==> src/rtl/mux_scan.sv <==
// Registered N-channel multiplexer with manual select and round-robin auto-scan.
// One sample per DWELL enabled cycles in scan mode; valid/wrap strobes mark each sample.
module mux_scan #(
  parameter int WIDTH    = 1,
  parameter int CHANNELS = 4,
  parameter int DWELL    = 1,
  localparam int SEL_W   = (CHANNELS > 1) ? $clog2(CHANNELS) : 1
) (
  input  logic                      clk,
  input  logic                      rst_n,
  input  logic [CHANNELS*WIDTH-1:0] w,
  input  logic                      mode,
  input  logic [SEL_W-1:0]          s,
  input  logic                      en,
  output logic [WIDTH-1:0]          f,
  output logic [SEL_W-1:0]          ch,
  output logic                      valid,
  output logic                      wrap
);

  localparam int CNT_W                = $clog2(DWELL + 1);
  localparam logic [SEL_W-1:0] LAST_CH  = SEL_W'(CHANNELS - 1);
  localparam logic [CNT_W-1:0] CNT_LAST = CNT_W'(DWELL - 1);
  localparam bit POW2                 = (CHANNELS == (1 << SEL_W));

  function automatic logic [WIDTH-1:0] pick_chan(input logic [CHANNELS*WIDTH-1:0] bus,
                                                  input logic [SEL_W-1:0]          idx);
    logic [WIDTH-1:0] r;
    r = '0;
    for (int k = 0; k < CHANNELS; k++) begin
      if (idx == SEL_W'(k)) r = bus[k*WIDTH +: WIDTH];
    end
    return r;
  endfunction

  // Wraps to 0 after the last real channel, not at the next power of two.
  function automatic logic [SEL_W-1:0] next_ptr(input logic [SEL_W-1:0] p);
    return (p == LAST_CH) ? '0 : p + SEL_W'(1);
  endfunction

  logic             s_ok;
  logic [SEL_W-1:0] ptr_q, ptr_nxt;
  logic [CNT_W-1:0] cnt_q, cnt_nxt;
  logic [SEL_W-1:0] sel_p0;
  logic             take_p0;
  logic             wrap_p0;
  logic [WIDTH-1:0] f_p1;
  logic [SEL_W-1:0] ch_p1;
  logic             vld_p1;
  logic             wrap_p1;

  generate
    if (POW2) begin : g_pow2
      assign s_ok = 1'b1;
    end else begin : g_npow2
      assign s_ok = (s <= LAST_CH);
    end
  endgenerate

  always_comb begin
    ptr_nxt = ptr_q;
    cnt_nxt = cnt_q;
    sel_p0  = ptr_q;
    take_p0 = 1'b0;
    wrap_p0 = 1'b0;
    if (en) begin
      if (!mode) begin
        if (s_ok) begin
          take_p0 = 1'b1;
          sel_p0  = s;
          ptr_nxt = s;
          cnt_nxt = '0;
        end
      end else if (cnt_q == CNT_LAST) begin
        take_p0 = 1'b1;
        sel_p0  = ptr_q;
        wrap_p0 = (ptr_q == LAST_CH);
        ptr_nxt = next_ptr(ptr_q);
        cnt_nxt = '0;
      end else begin
        cnt_nxt = cnt_q + CNT_W'(1);
      end
    end
  end

  // ---- p0 -> p1: register selected sample and strobes ----
  always_ff @(posedge clk or negedge rst_n) begin
    if (!rst_n) begin
      ptr_q   <= '0;
      cnt_q   <= '0;
      f_p1    <= '0;
      ch_p1   <= '0;
      vld_p1  <= 1'b0;
      wrap_p1 <= 1'b0;
    end else begin
      ptr_q   <= ptr_nxt;
      cnt_q   <= cnt_nxt;
      vld_p1  <= take_p0;
      wrap_p1 <= wrap_p0;
      if (take_p0) begin
        f_p1  <= pick_chan(w, sel_p0);
        ch_p1 <= sel_p0;
      end
    end
  end

  assign f     = f_p1;
  assign ch    = ch_p1;
  assign valid = vld_p1;
  assign wrap  = wrap_p1;

endmodule

==> config.mk <==
export PLATFORM = sky130hd
export DESIGN_NAME = mux_scan
export DESIGN_NICKNAME = d
export VERILOG_FILES = /design/src/rtl/mux_scan.sv
export SDC_FILE = /design/constraint.sdc
export NUM_CORES = 1
export LEC_CHECK = 0
export CAP_MARGIN = 15
export CORE_AREA = 2 2 39 41
export CTS_BUF_LIST = sky130_fd_sc_hd__clkbuf_4
export CTS_CLUSTER_SIZE = 8
export DETAILED_ROUTE_END_ITERATION = 10
export DIE_AREA = 0 0 41 43
export SETUP_SLACK_MARGIN = 0.4
export SLEW_MARGIN = 5
export SYNTH_ARGS = -nofsm -noshare
export SYNTH_HDL_FRONTEND = slang
export SYNTH_SLANG_ARGS = --single-unit
==> constraint.sdc <==
create_clock -name clk -period 1.1 [get_ports clk]
set_input_delay 0.165 -clock clk [delete_from_list [all_inputs] [get_ports clk]]
set_output_delay 0.165 -clock clk [all_outputs]
set_load 0.005 [all_outputs]
==> results of run 1 <==
-- stage by stage --
stage	power, mW	hold WS [ns]	setup TNS [ns]	instances
after floorplan	0.435	-0.131	-0.0171	37
after detailed placement	0.563	0.450	-1.89	72
after global placement	0.560	0.457	-1.63	72
after global routing	0.903	0.193	-0.305	79
final	0.842	0.168	-0.0922	79
after CTS	0.829	0.170	-0.167	77
-- Yosys cell counts --
library cell,n,share of area [%]
mux2i_1,3,7.5
nor3b_1,1,1.9
buf_6,2,5.6
dfrtp_1,7,44
inv_1,1,0.94
ha_1,1,3.1
a41oi_2,1,4.1
o21ai_0,2,2.5
a32o_1,1,2.5
a21oi_1,4,5.0
nor2_1,4,3.7
and4bb_2,1,3.1
nand2b_4,1,3.4
and2b_2,1,2.2
and3_2,1,1.9
mux2_2,1,2.8
a31o_2,1,2.2
nand2_1,4,3.7
-- sequential cells by signal, indices dropped and copies added (netlist names) --
signal,cells
ch,2
ptr_q,2
f,1
valid,1
wrap,1
-- cell families (layout without fill, tap and decap cells) --
family / count (synthesis) / after routing / share of synthesized area [%]
flip-flops: 7 / 7 / 43.8
AND/OR/NAND/NOR: 13 / 13 / 20.0
multiplexers: 4 / 4 / 10.3
AO/OA/AOI/OAI: 9 / 9 / 16.3
adder cells (fa/ha/maj): 1 / 1 / 3.12
buffers and inverters: 3 / 29 / 6.56
-- power breakdown --
group          total [mW]  internal, mW  switching [mW]
Combinational       0.261         0.159           0.102
Clock               0.263         0.163           0.100
Sequential          0.317         0.292          0.0249
Total               0.842         0.615           0.226
-- path summary, 6_finish.rpt --
kind	from	to	slack, ns	cells after the start
min in group clk	mode	wrap	0.39	3
min	rst_n	wrap	0.17	1
max in group asynchronous	rst_n	ptr_q[0]	0.68	1
max	ptr_q[1]	f	-0.07	4
max reg2reg	ptr_q[1]	f	-0.07	4
min reg2reg	ch[0]	ch[0]	0.52	2
-- per-layer routing --
layer | GRT usage [%] | vias up | wire length, µm
met3 | 3.14 | 2 | 35
met2 | 17.8 | 11 | 421
met5 | 0 | - | 0
met1 | 16.7 | 175 | 400
met4 | 10.0 | 0 | 17
li1 | - | 187 | -
-- critical path: stages (launching register included) --
cell	delay (ns)
dfrtp_1	0.39
mux2i_2	0.23
nand2_1	0.08
mux2_4	0.27
a41oi_2	0.12
-- layout make-up --
type                       count  area, µm²
fill                         147        744
multi-input combinational     27        221
timing repair buffer          24        188
inverter                       1       3.75
clock buffer                   4       30.0
tap                           16       20.0
sequential                     7        176
-- repair_timing --
item | CTS | global route
pin swaps | 0 | 3
hold buffers | 0 | 0
setup endpoints to repair | 12 | 11
endpoints found under the hold margin | 0 | 0
setup buffers | 1 | 2
resized for setup | 28 | 7
==> results.toml, run 1 <==
[synthesis]
ys_seq_elements = 7
ys_warn_count = 0
ys_seq_area_share_pct = 43.8
netlist_area_um2 = 400
syn_nets = 48
syn_inst = 37
synth.distinct_cells = 18
avgSynthCellArea_um2 = 10.8

[finish]
diodes = 0
final_common_cell = "buf_4"
final_core_util_pct = 46.2
final_cell_mix = "buf_4 (9), dfrtp_1 (6), buf_2 (6), clkdlybuf4s50_1 (6)"
stdcell_area_um2 = 639
areaGrowthSynthToFinish_pct = 59.7
nets = 75
drive_gt1_share_pct = 52.4

[global_route]
gr-total-overflow = 0
track_usage_pct = 13.0
grt_pass1_wl_um = 1520
grt_max_degree = 11
grt_pass1_vias = 372
antenna_found_initial = 0

[power]
power_density_mw_per_mm2 = 1320
power.leakage_nw = 0.300
peakVddDrop_mv = 0.438

[routing]
route.vias.total = 375
drt-wirelength-per-cell_um = 11.1
drt_iter0_markers = 1
drt_wl_total_um = 875
viasPerCell = 4.75
drc_errors = 0
final_antenna_net_count = 0
firstDrtPassIters = 3

[place]
place_area_um2 = 598
dpl.hpwl_um = 654
gp_congestion = 0.715
io_buffers = 14
pre_cts_ws_ns = -0.561

[flow_run]
cap_viol_max_count = 0

[timing]
setup_viol = 2
rsz0062_at_grt = "yes"
fmax_ghz = 0.857
worst_pin_slew_ns = 0.314
max_slew_margin_pct = 79.0
slew_violations = 0
min_period_ns = 1.17
layout_setup_ws_ns = -0.0673
hold_viol = 0
period_share_pct = 106
clock_skew_ns = 0.000712

[die]
initial_core_util_pct = 28.9
num_rows = 14
die_y_um = 43
coreArea_mm2 = 0.00138
fp.dieW_um = 41
io_pins = 15
die-area_mm2 = 0.00176

[clocking]
clk_latency_ns = 0.25
clock_path_buffers = 2
htreeDepth = 1
cts.sinks = 7
clk_pin_slew_worst_paths_ns = 0.05
numCtsBuffers = 3
cts_tree = "built"
cts_root_buf = "clkbuf_4"

[run_status]
outcome = "finished with violations"
violations = "negative setup slack"

[min_path]
hold_class = "in -> async"

[setup_path]
worstSetupStartpointType = "flop"
cp.required_ns = 1.27
arrival_ns = 1.34
worstPathMaxFanout = 3
crit_type = "reg -> reg"
end_kind = "flop"
No activity file was read; power rests on OpenSTA's default activity.
==> inputs of run 2 (changes only) <==
- clock period: 1.1 -> 1.45 ns (I/O delays scaled with it)
==> results.toml, run 2 (synthesis results as in run 1) <==
[timing]
worst_pin_slew_ns = 0.322
min_period_ns = 1.15
max_slew_margin_pct = 78.5
hold_viol = 0
rsz0062_at_grt = "yes"
setup_viol = 0
fin_setup_tns_ns = 0
slew_violations = 0
clock_skew_ns = 0.00763
fmax_ghz = 0.870
period_share_pct = 79.3

[die]
coreArea_mm2 = 0.00138
die_y_um = 43
num_rows = 14
initial_core_util_pct = 28.9
die-area_mm2 = 0.00176
fp.dieW_um = 41
io_pins = 15

[routing]
final_antenna_net_count = 0
drt_wl_total_um = 861
viasPerCell = 4.63
firstDrtPassIters = 2
route.vias.total = 366
drc_errors = 0
drt_iter0_markers = 3
drt-wirelength-per-cell_um = 10.9

[place]
dpl.hpwl_um = 622
gp_congestion = 0.714
place_area_um2 = 583
dp.cells = 71
io_buffers = 14

[setup_path]
crit_type = "reg -> reg"
r2r-start = "ptr_q[1]"
worstPathMaxFanout = 5
r2r_cells = 4
cp.required_ns = 1.61
worstSetupStartpointType = "flop"
startpoint = "ptr_q[1]"
reg2reg_to = "f"
reg2reg_slack_ns = 0.30
end_kind = "flop"
crit_end = "f"
arrival_ns = 1.31

[power]
seqPwrFrac_pct = 38.8
power_density_mw_per_mm2 = 973
swShare_pct = 26.1
peakVddDrop_mv = 0.495
power.leakage_nw = 0.300
combPwrFrac_pct = 30.9
p_int_mw = 0.470
p_clk_share_pct = 30.2
p_sw_mw = 0.166

[global_route]
grt_max_degree = 13
antenna_found_initial = 0
gr-total-overflow = 0
track_usage_pct = 13.1
grt_pass1_vias = 351
grt_pass1_wl_um = 1480

[run_status]
outcome = "completed"

[finish]
final_core_util_pct = 47.2
final_cell_mix = "buf_4 (7), dfrtp_1 (5), clkdlybuf4s50_1 (5)"
stdcell_area_um2 = 653
areaGrowthSynthToFinish_pct = 63.1
diodes = 0
final_common_cell = "buf_4"
drive_gt1_share_pct = 50.8
layoutNonFillerInstCount = 79
nets = 75

[clocking]
cts.sinks = 7
cts_root_buf = "clkbuf_4"
clock_path_buffers = 2
htreeDepth = 1
clk_latency_ns = 0.25
cts_tree = "built"
cts_hold_buf = 0
numCtsBuffers = 3
clk_pin_slew_worst_paths_ns = 0.05

[flow_run]
cap_viol_max_count = 0

[min_path]
hold_class = "in -> async"
run 2: how the worst min path moves through the flow:
stage                       end  slack (ns)
final                      wrap        0.23
after detailed placement   wrap        0.51
after global placement     wrap        0.50
after global routing       wrap        0.24
after floorplan           ch[0]       -0.08
after CTS                  wrap        0.23
run 2: per-layer routing:
layer	up-vias	global-route usage [%]	share of wire, %	wire, µm
met2	11	19.1	50	429
li1	184	-	-	-
met4	0	4.00	0	0
met1	171	14.8	42	359
met3	0	9.42	8.4	72
met5	-	0	0	0
run 2: worst max-delay path, stage by stage, from the launching register on:
cell     delay (ns)
dfrtp_2        0.44
mux2i_4        0.18
nand2_1        0.07
mux2_4         0.27
a41oi_2        0.11
run 2: power groups by stage:
| stage | Sequential (mW) | Combinational (mW) | Clock [mW] |
|---|---|---|---|
| final | 0.247 | 0.197 | 0.192 |
| after global placement | 0.246 | 0.166 | 0 |
| after floorplan | 0.244 | 0.0808 | 0 |
| after global routing | 0.252 | 0.216 | 0.220 |
| after detailed placement | 0.246 | 0.166 | 0 |
| after CTS | 0.244 | 0.173 | 0.204 |
run 2: layout make-up:
type                            instances  area (µm²)
Tap cell                               16        20.0
Multi-Input combinational cell         27         223
Inverter                                1        3.75
Timing Repair Buffer                   24         199
Sequential cell                         7         178
Clock buffer                            4        30.0
Fill cell                             138         731
run 2: repair_timing:
action                                 in CTS  in global routing
gates resized for setup                    26                  8
endpoints found under the hold margin       0                  0
cloned                                      0                  0
setup buffers                               2                  2
pin swaps                                   3                  1
setup endpoints to repair                  10                  6
run 2: per-stage QoR:
step                setup WS (ns)  total power, mW  hold WS [ns]
floorplan                   0.306            0.325       -0.0781
global placement           -0.201            0.412         0.498
detailed placement         -0.222            0.413         0.506
CTS                         0.252            0.621         0.228
global route                0.246            0.688         0.241
finish                      0.301            0.636         0.226
